`src/rtl/note_scheduler_pkg.sv`:
```
// Shared types and constants for the note scheduler slice: key vector and
// index types, the scheduler state enum and a one-hot helper.
package note_scheduler_pkg;

  localparam int NUM_KEYS  = 8;
  localparam int KEY_IDX_W = 3;

  typedef logic [NUM_KEYS-1:0]  key_vec_t;
  typedef logic [KEY_IDX_W-1:0] key_idx_t;

  typedef enum logic {
    ST_IDLE,
    ST_GRANT
  } sched_state_t;

  // Decode a key index into its one-hot key vector.
  function automatic key_vec_t idx_to_onehot(key_idx_t idx);
    return key_vec_t'(1) << idx;
  endfunction

endpackage

```
`src/rtl/note_scheduler_if.sv`:
```
// Request/grant bundle between the debounced keys, the scheduler and the
// tone generator. The master side is the scheduler: it reads the request
// vector and drives the grant. The slave side is whoever raises requests
// and consumes the grant.
interface note_scheduler_if;
  import note_scheduler_pkg::*;

  key_vec_t req;
  logic     grant_valid;
  key_vec_t grant_onehot;
  key_idx_t grant_idx;
  logic     slot_done;

  modport master (
    input  req,
    output grant_valid,
    output grant_onehot,
    output grant_idx,
    output slot_done
  );

  modport slave (
    output req,
    input  grant_valid,
    input  grant_onehot,
    input  grant_idx,
    input  slot_done
  );

endinterface

```
`src/rtl/note_scheduler_rr_pick8.sv`:
```
// Combinational round-robin picker for 8 keys. The search starts one past
// last_idx and wraps, so last_idx itself is the lowest-priority candidate
// and a lone requester can still win.
module rr_pick8
  import note_scheduler_pkg::*;
(
  input  key_vec_t req,
  input  key_idx_t last_idx,
  output logic     any,
  output key_idx_t pick_idx,
  output key_vec_t pick_onehot
);

  logic [2*NUM_KEYS-1:0] doubled;
  key_vec_t              rotated;
  key_idx_t              start;
  key_idx_t              offset;

  // Rotate the request so the search start lands at bit 0, take the lowest
  // set bit, then add the start back to recover the absolute key index.
  always_comb begin
    start   = last_idx + 3'd1;
    doubled = {req, req};
    rotated = doubled[start +: NUM_KEYS];
    offset  = '0;
    for (int j = NUM_KEYS - 1; j >= 0; j--) begin
      if (rotated[j]) begin
        offset = key_idx_t'(j);
      end
    end
    any         = |req;
    pick_idx    = start + offset;
    pick_onehot = any ? idx_to_onehot(pick_idx) : '0;
  end

endmodule

```
`src/rtl/note_scheduler.sv`:
```
// Round-robin scheduler sharing one tone-synthesis channel among 8 keys.
// Each grant is frozen for a slot of HOLD_CYCLES cycles; at the end of a
// slot the next requester (if any) is granted with no bubble.
module note_scheduler
  import note_scheduler_pkg::*;
#(
  parameter int HOLD_CYCLES = 1000,
  parameter int CNT_W       = $clog2(HOLD_CYCLES + 1)
) (
  input logic             clk,
  input logic             rst,
  note_scheduler_if.master bus
);

  localparam logic [CNT_W-1:0] LAST_CNT    = CNT_W'(HOLD_CYCLES - 1);
  localparam logic             SINGLE_SLOT = (HOLD_CYCLES == 1);

  sched_state_t     state;
  logic [CNT_W-1:0] cnt;
  logic [CNT_W-1:0] next_cnt;
  key_idx_t         last_idx;
  key_idx_t         search_base;

  logic             grant_valid;
  key_vec_t         grant_onehot;
  key_idx_t         grant_idx;
  logic             slot_done;

  logic             pick_any;
  key_idx_t         pick_idx;
  key_vec_t         pick_onehot;

  // At a slot end the pointer is being updated to the current grant in the
  // same edge, so the search must already start from grant_idx.
  assign search_base = (state == ST_GRANT) ? grant_idx : last_idx;
  assign next_cnt    = cnt + CNT_W'(1);

  rr_pick8 u_pick (
    .req         (bus.req),
    .last_idx    (search_base),
    .any         (pick_any),
    .pick_idx    (pick_idx),
    .pick_onehot (pick_onehot)
  );

  // Scheduler FSM: slot counter, round-robin pointer and registered grant.
  always_ff @(posedge clk) begin
    if (rst) begin
      state        <= ST_IDLE;
      grant_valid  <= 1'b0;
      grant_onehot <= '0;
      grant_idx    <= '0;
      slot_done    <= 1'b0;
      cnt          <= '0;
      last_idx     <= key_idx_t'(NUM_KEYS - 1);
    end else begin
      case (state)
        ST_IDLE: begin
          if (pick_any) begin
            state        <= ST_GRANT;
            grant_valid  <= 1'b1;
            grant_idx    <= pick_idx;
            grant_onehot <= pick_onehot;
            cnt          <= '0;
            slot_done    <= SINGLE_SLOT;
          end else begin
            grant_valid  <= 1'b0;
            grant_idx    <= '0;
            grant_onehot <= '0;
            slot_done    <= 1'b0;
          end
        end
        ST_GRANT: begin
          if (cnt == LAST_CNT) begin
            last_idx <= grant_idx;
            if (pick_any) begin
              grant_idx    <= pick_idx;
              grant_onehot <= pick_onehot;
              cnt          <= '0;
              slot_done    <= SINGLE_SLOT;
            end else begin
              state        <= ST_IDLE;
              grant_valid  <= 1'b0;
              grant_idx    <= '0;
              grant_onehot <= '0;
              cnt          <= '0;
              slot_done    <= 1'b0;
            end
          end else begin
            cnt       <= next_cnt;
            slot_done <= (next_cnt == LAST_CNT);
          end
        end
        default: begin
          state <= ST_IDLE;
        end
      endcase
    end
  end

  assign bus.grant_valid  = grant_valid;
  assign bus.grant_onehot = grant_onehot;
  assign bus.grant_idx    = grant_idx;
  assign bus.slot_done    = slot_done;

endmodule

```
`src/flat_wrapper.sv`:
```
// flat-port wrapper written by rule: the top's interface ports become plain ports
module note_scheduler_flat import note_scheduler_pkg::*;
#(
  parameter int HOLD_CYCLES = 1000,
  parameter int CNT_W       = $clog2(HOLD_CYCLES + 1)
)
  (clk, rst, bus_req, bus_grant_valid, bus_grant_onehot, bus_grant_idx, bus_slot_done);
  note_scheduler_if bus_i ();
  input logic clk;
  input logic rst;
  input wire logic [$bits(bus_i.req)-1:0] bus_req;
  output wire logic [$bits(bus_i.grant_valid)-1:0] bus_grant_valid;
  output wire logic [$bits(bus_i.grant_onehot)-1:0] bus_grant_onehot;
  output wire logic [$bits(bus_i.grant_idx)-1:0] bus_grant_idx;
  output wire logic [$bits(bus_i.slot_done)-1:0] bus_slot_done;
  assign bus_i.req = bus_req;
  assign bus_grant_valid = bus_i.grant_valid;
  assign bus_grant_onehot = bus_i.grant_onehot;
  assign bus_grant_idx = bus_i.grant_idx;
  assign bus_slot_done = bus_i.slot_done;
  note_scheduler #(.HOLD_CYCLES(HOLD_CYCLES), .CNT_W(CNT_W)) u_core (.clk(clk), .rst(rst), .bus(bus_i));
endmodule
```
`config.mk`:
```
export PLATFORM = sky130hd
export DESIGN_NAME = note_scheduler_flat
export DESIGN_NICKNAME = d
export VERILOG_FILES = /design/src/rtl/note_scheduler_pkg.sv /design/src/rtl/note_scheduler_if.sv /design/src/rtl/note_scheduler_rr_pick8.sv /design/src/rtl/note_scheduler.sv /design/src/flat_wrapper.sv
export SDC_FILE = /design/constraint.sdc
export NUM_CORES = 1
export LEC_CHECK = 0
export ABC_AREA = 1
export CAP_MARGIN = 20
export CORE_MARGIN = 2
export CORE_UTILIZATION = 45
export CTS_CLUSTER_DIAMETER = 30
export DETAILED_ROUTE_END_ITERATION = 12
export PLACE_DENSITY = 0.73
export SYNTH_ARGS = -nofsm -noshare
export SYNTH_HDL_FRONTEND = slang
export SYNTH_SLANG_ARGS = --single-unit
```
`constraint.sdc`:
```
create_clock -name clk -period 3.51 [get_ports clk]
set_input_delay 0.702 -clock clk [delete_from_list [all_inputs] [get_ports clk]]
set_output_delay 0.702 -clock clk [all_outputs]
set_load 0.02 [all_outputs]
```
-- Word level (Yosys, flattened, before mapping)
Cells that the tools add are included.
- register bits: 27
- bits of input ports: 10
- output and inout port bits: 13
- word-level logic and storage cells: 47
- $add $sub $neg: 3
- eq/ne operators: 5
- shifts and indexed selects: 2
- mux-type cells: 26
- bitwise logic cells: 1
- reduce and logical (&&, ||, !) cells: 3
- operators with widths (operator ; number):
    $mux 3 ; 11
    $eq 10x10->1 const B ; 2
    $mux 10 ; 2
    $pmux 10 s2 ; 1
    $mux 8 ; 2
    $pmux 8 s2 ; 1
    $shiftx 16x4->8 ; 1
    $add 10x1->10 const B ; 1
    $reduce_or 8->1 ; 1
    $shl 1x3->8 const A ; 1
    $pmux 1 s2 ; 3
    $pmux 3 s2 ; 1
    $mux 1 ; 5
    $ne 2x2->1 const B ; 2
    $reduce_and 2->1 ; 2
    $add 3x1->3 const B ; 1
    $add 3x3->3 ; 1
    $ne 2x1->1 const B ; 1
    $not 1->1 ; 1

-- Logic depth before layout (Yosys ltp)
- depth in word-level cells: 16
- mapped depth: 24
- mapped depth without buffers: 23

-- By module
From an unflattened synthesis, not the netlist that was laid out.
- cells, all modules: 305
- area, all modules: 2006.9 um2
- by module, submodules not included (module ; instances ; cells an instance ; area each (um2) ; sequential area each (um2)):
    note_scheduler ; 1 ; 185 ; 1312.5 ; 540.5
    rr_pick8 ; 1 ; 120 ; 694.4 ; 0.0

-- Least setup slack after synthesis
Ideal clock, no wire load.
- kind: reg2reg
- from: register u_core.grant_idx[0] (netlist: u_core.bus.grant_idx[0])
- to: register u_core.grant_onehot[3] (netlist: u_core.bus.grant_onehot[3])
- setup time: 0.130 ns
- data arrival time: 3.232 ns
- data required time: 3.380 ns
- slack: 0.148 ns
- cell stages (with the launch flop): 23
- buffers on the path: 1
- period minus slack after synthesis: 3.362 ns
- cell sequence: dfxtp_1 > nand2_4 > nand2_8 > ha_1 > buf_4 > clkinv_1 > nand3_1 > nand2_1 > nand2_1 > nand2_1 > a31oi_1 > o21ai_0 > nand2_1 > a21boi_0 > ha_1 > inv_1 > fa_1 > xor2_1 > inv_1 > nand3_4 > nand2_4 > nand2_1 > a21oi_2
- word-level cells in the longest chain between the ends: 16
- ends and longest elaborated chain (item ; line ; text):
    start: declaration ; note_scheduler.sv:26 ; key_idx_t grant_idx;
    start signal: assignment ; note_scheduler.sv:62 ; grant_idx <= pick_idx;
    start signal: assignment ; note_scheduler.sv:77 ; grant_idx <= pick_idx;
    $mux 3 (*) ; note_scheduler.sv:35 ; assign search_base = (state == ST_GRANT) ? grant_idx : last_idx;
    $add 3x1->3 (*) ; note_scheduler_rr_pick8.sv:22 ; start = last_idx + 3'd1;
    $shiftx 16x4->8 ; note_scheduler_rr_pick8.sv:24 ; rotated = doubled[start +: NUM_KEYS];
    $mux 3 (8 in series) ; note_scheduler_rr_pick8.sv:27 ; if (rotated[j]) begin
    $add 3x3->3 (*) ; note_scheduler_rr_pick8.sv:32 ; pick_idx = start + offset;
    $shl 1x3->8 (*) ; note_scheduler_pkg.sv:18 ; return key_vec_t'(1) << idx;
    $mux 8 (*) ; note_scheduler.sv:59, note_scheduler.sv:76 ;
    $mux 8 ; note_scheduler.sv:74 ; if (cnt == LAST_CNT) begin
    $pmux 8 s2 (*) ; note_scheduler.sv:57 ; case (state)
    end signal: assignment ; note_scheduler.sv:63 ; grant_onehot <= pick_onehot;
    end signal: assignment ; note_scheduler.sv:78 ; grant_onehot <= pick_onehot;
    end: declaration ; note_scheduler.sv:25 ; key_vec_t grant_onehot;
Mark *: on every way between the ends. The rest lies on a longest branch, timed or not. The select of a mux whose other input is x is not followed.
A chain may end at the register's enable or synchronous reset.

-- Worst setup path after layout
- from: register u_core.state
- to: register u_core.grant_onehot[0] (netlist: u_core.bus.grant_onehot[0])
- word-level cells in the longest chain between the ends: 16
- elaborated cells on any way between the ends: 18
- classes of those cells: 2 x add/sub; 1 x eq/ne; 2 x shift; 12 x mux; 1 x bitwise
- ends and longest elaborated chain (item ; line ; text):
    start: declaration ; note_scheduler.sv:18 ; sched_state_t state;
    start signal: assignment ; note_scheduler.sv:49 ; state <= ST_IDLE;
    start signal: assignment ; note_scheduler.sv:60 ; state <= ST_GRANT;
    start signal: assignment ; note_scheduler.sv:82 ; state <= ST_IDLE;
    $mux 3 ; note_scheduler.sv:35 ;
    $add 3x1->3 ; note_scheduler_rr_pick8.sv:22 ;
    $shiftx 16x4->8 ; note_scheduler_rr_pick8.sv:24 ;
    $mux 3 (8 in series) ; note_scheduler_rr_pick8.sv:27 ;
    $add 3x3->3 ; note_scheduler_rr_pick8.sv:32 ;
    $shl 1x3->8 ; note_scheduler_pkg.sv:18 ;
    $mux 8 ; note_scheduler.sv:59, note_scheduler.sv:76 ;
    $mux 8 ; note_scheduler.sv:74 ;
    $pmux 8 s2 ; note_scheduler.sv:57 ;
Parallel ways exist; a longest one is shown, timed or not. The select of a mux whose other input is x is not followed.

==> reports/metrics.yaml <==
grt:
  grt_first_pass_wirelength_microns: 7300
  overflow: 0
  antenna_found_initial: 0
  grt_max_degree: 19
  first_global_vias: 1658
  track_usage: 0.201
power_and_ir_drop:
  leakage_uw: 0.000950
  max-vdd-ir-drop_mv: 0.272
  power_uw: 951
  p_per_area_mw_per_mm2: 422
clock_tree:
  cts_tree: "built"
  root_buffer: "clkbuf_8"
  numCtsBuffers: 3
  clk_latency_ns: 0.27
  h-tree-depth: 1
  cts.sinks: 27
  cts.reportedPaths.clkPinSlew_ns: 0.09
  clockBufferDepth: 2
placement:
  hpwl_microns: 3310
  io_buffers: 22
  dp_cells: 346
  gp_congestion: 0.891
run_status:
  status: "complete, no violations"
timing:
  period_share: 0.924
  max_clock_freq_mhz: 308
  relSlewSlack: 0.529
  worstMarginPinSlew_ns: 0.703
  slew_violations: 0
  min_period_ns: 3.24
  setup-violations-final: 0
  hold_violations: 0
  finClkSkew_ns: 0.00162
setup_path:
  crit_path_start: "u_core.state"
  critPathArrivalTime_ns: 3.45
  reg2reg_from: "u_core.state"
  cp_max_fo: 10
  cp.required_ns: 3.72
  criticalPathCategory: "reg2reg"
  critPathLaunchType: "flop"
  worstSetupEndpointType: "flop"
floorplanning:
  rows: 23
  die_y_microns: 68.4
  start_util: 0.466
  dieArea_sq_mm: 0.00467
  ioPinCount: 23
  die_w_microns: 68.4
  core_area_sq_mm: 0.00400
synth:
  synth_edf_count: 0
  syn_area_sq_mm: 0.00186
  synth_seq_cells: 27
  ys_async_sr_fraction: 0
  synthesis.nets: 288
  ys_types: 37
  syn_area_per_cell_sq_um: 6.83
  yosysSeqAreaShare: 0.290
  synthCells: 273
  yosys_most_used_dff: "dfxtp_1"
  synth.yosys.warnings: 0
routing:
  post_drt_wl_per_cell_microns: 12.3
  viasPerCell: 5.42
  drtIter0Drc: 130
  routed_wl_microns: 4320
  dr.pass1.iters: 4
  ant_nets: 0
  drc: 0
  vias: 1908
hold_path:
  worstHoldStart: "u_core.bus.grant_onehot[5]"
  hold_path_class: "reg2reg"
layout:
  final_common_cell: "nand2_1"
  drive_gt1_frac: 0.142
  nNetsFinal: 318
  fillers: 391
  seq_area_sq_um: 544
  antenna_cells: 0
  stdcell_count: 352
  final_cell_mix: "nand2_1 (66), nand3_1 (40), inv_1 (26), dfxtp_1 (26), clkdlybuf4s50_1 (22)"
  multiInputGateArea_sq_mm: 0.00119
  syn_to_final_growth_pct: 20.7
job:
  maxCapViolations: 0
-- cell usage after synthesis, types with 4 or more instances --
cell	count	share of area
a21oi_1	17	0.046
dfxtp_1	27	0.29
ha_1	4	0.027
inv_1	26	0.052
nand2_1	66	0.13
nand2_2	7	0.023
nand2_4	4	0.024
nand3_1	40	0.11
nand4_1	9	0.030
nor2_1	16	0.032
nor3_1	7	0.019
o21ai_0	8	0.021
xor2_1	4	0.019
-- flip-flops by register name, indices dropped and copies added (netlist names) --
register and cells:
u_core.bus.grant_idx 3, u_core.cnt 10, u_core.bus.grant_onehot 8, u_core.state 1
u_core.bus.grant_valid 1, u_core.last_idx 3, u_core.bus.slot_done 1
-- worst max-delay path, cell delays in order, from the launching register on --
cell	delay, ns
dfxtp_4	0.37
buf_4	0.14
nand2_4	0.09
nand2_8	0.08
ha_4	0.30
clkinvlp_2	0.18
nand3_1	0.17
nand2_1	0.06
nand2_1	0.05
nand2_1	0.08
o21ai_0	0.17
nand2_1	0.07
a21boi_1	0.12
ha_1	0.15
inv_1	0.04
fa_1	0.38
xor2_1	0.18
inv_1	0.10
nand3_4	0.12
nand2_4	0.11
nand3_2	0.07
a21oi_2	0.12
-- repair_timing --
item,CTS,global route
buffers inserted,0,1
hold buffers,0,0
resized for setup,0,7
endpoints found under the setup margin,0,9
-- kinds of logic (layout without fill, tap and decap cells) --
| group | count (synthesis) | in the layout | share of synthesized area |
|---|---|---|---|
| XOR/XNOR | 7 | 7 | 0.0329 |
| buffers and inverters | 36 | 65 | 0.0825 |
| AND/OR/NAND/NOR | 161 | 161 | 0.439 |
| AO/OA/AOI/OAI | 37 | 37 | 0.118 |
| adder cells (fa/ha/maj) | 5 | 5 | 0.0376 |
| flip-flops | 27 | 27 | 0.290 |
-- through the flow --
step / worst slack, ns / setup TNS (ns) / hold WS, ns / instance area, sq um / utilization
final: 0.268 / 0 / 0.473 / 2250 / 0.563
after CTS: 0.0523 / 0 / 0.474 / 2210 / 0.553
after global placement: 0.0696 / 0 / 0.457 / 2170 / 0.542
after detailed placement: 0.0131 / 0 / 0.462 / 2170 / 0.542
after floorplan: 0.148 / 0 / 0.446 / 1860 / -
after global routing: -0.00639 / -0.00639 / 0.503 / 2250 / 0.563
-- layer usage --
layer	track usage	routed length, microns	vias to the layer above
met3	0.0444	186	4
met4	0.0325	31	0
met2	0.333	1960	37
li1	-	-	973
met5	0	0	-
met1	0.270	2140	894
-- area by class of cell --
cell class	count	area share
clock buffer	3	0.0183
clock inverter	1	0.00222
inverter	29	0.0523
multi-input combinational	210	0.528
sequential	27	0.242
tap	50	0.0278
timing repair buffer	31	0.128
timing repair inverter	1	0.00222
-- where the power goes --
part,internal (uW),switching (uW)
Clock,79.6,96.7
Sequential,327,16.3
Combinational,172,258
-- path summary, 6_finish.rpt --
check / slack [ns] / depth (start not counted) / end
max: 0.27 / 21 / u_core.bus.grant_onehot[0]
min: 0.47 / 2 / u_core.bus.grant_onehot[5]
max reg2reg: 0.27 / 21 / u_core.bus.grant_onehot[0]
min reg2reg: 0.47 / 2 / u_core.bus.grant_onehot[5]
Note: power is estimated with default switching activity, not from simulation.
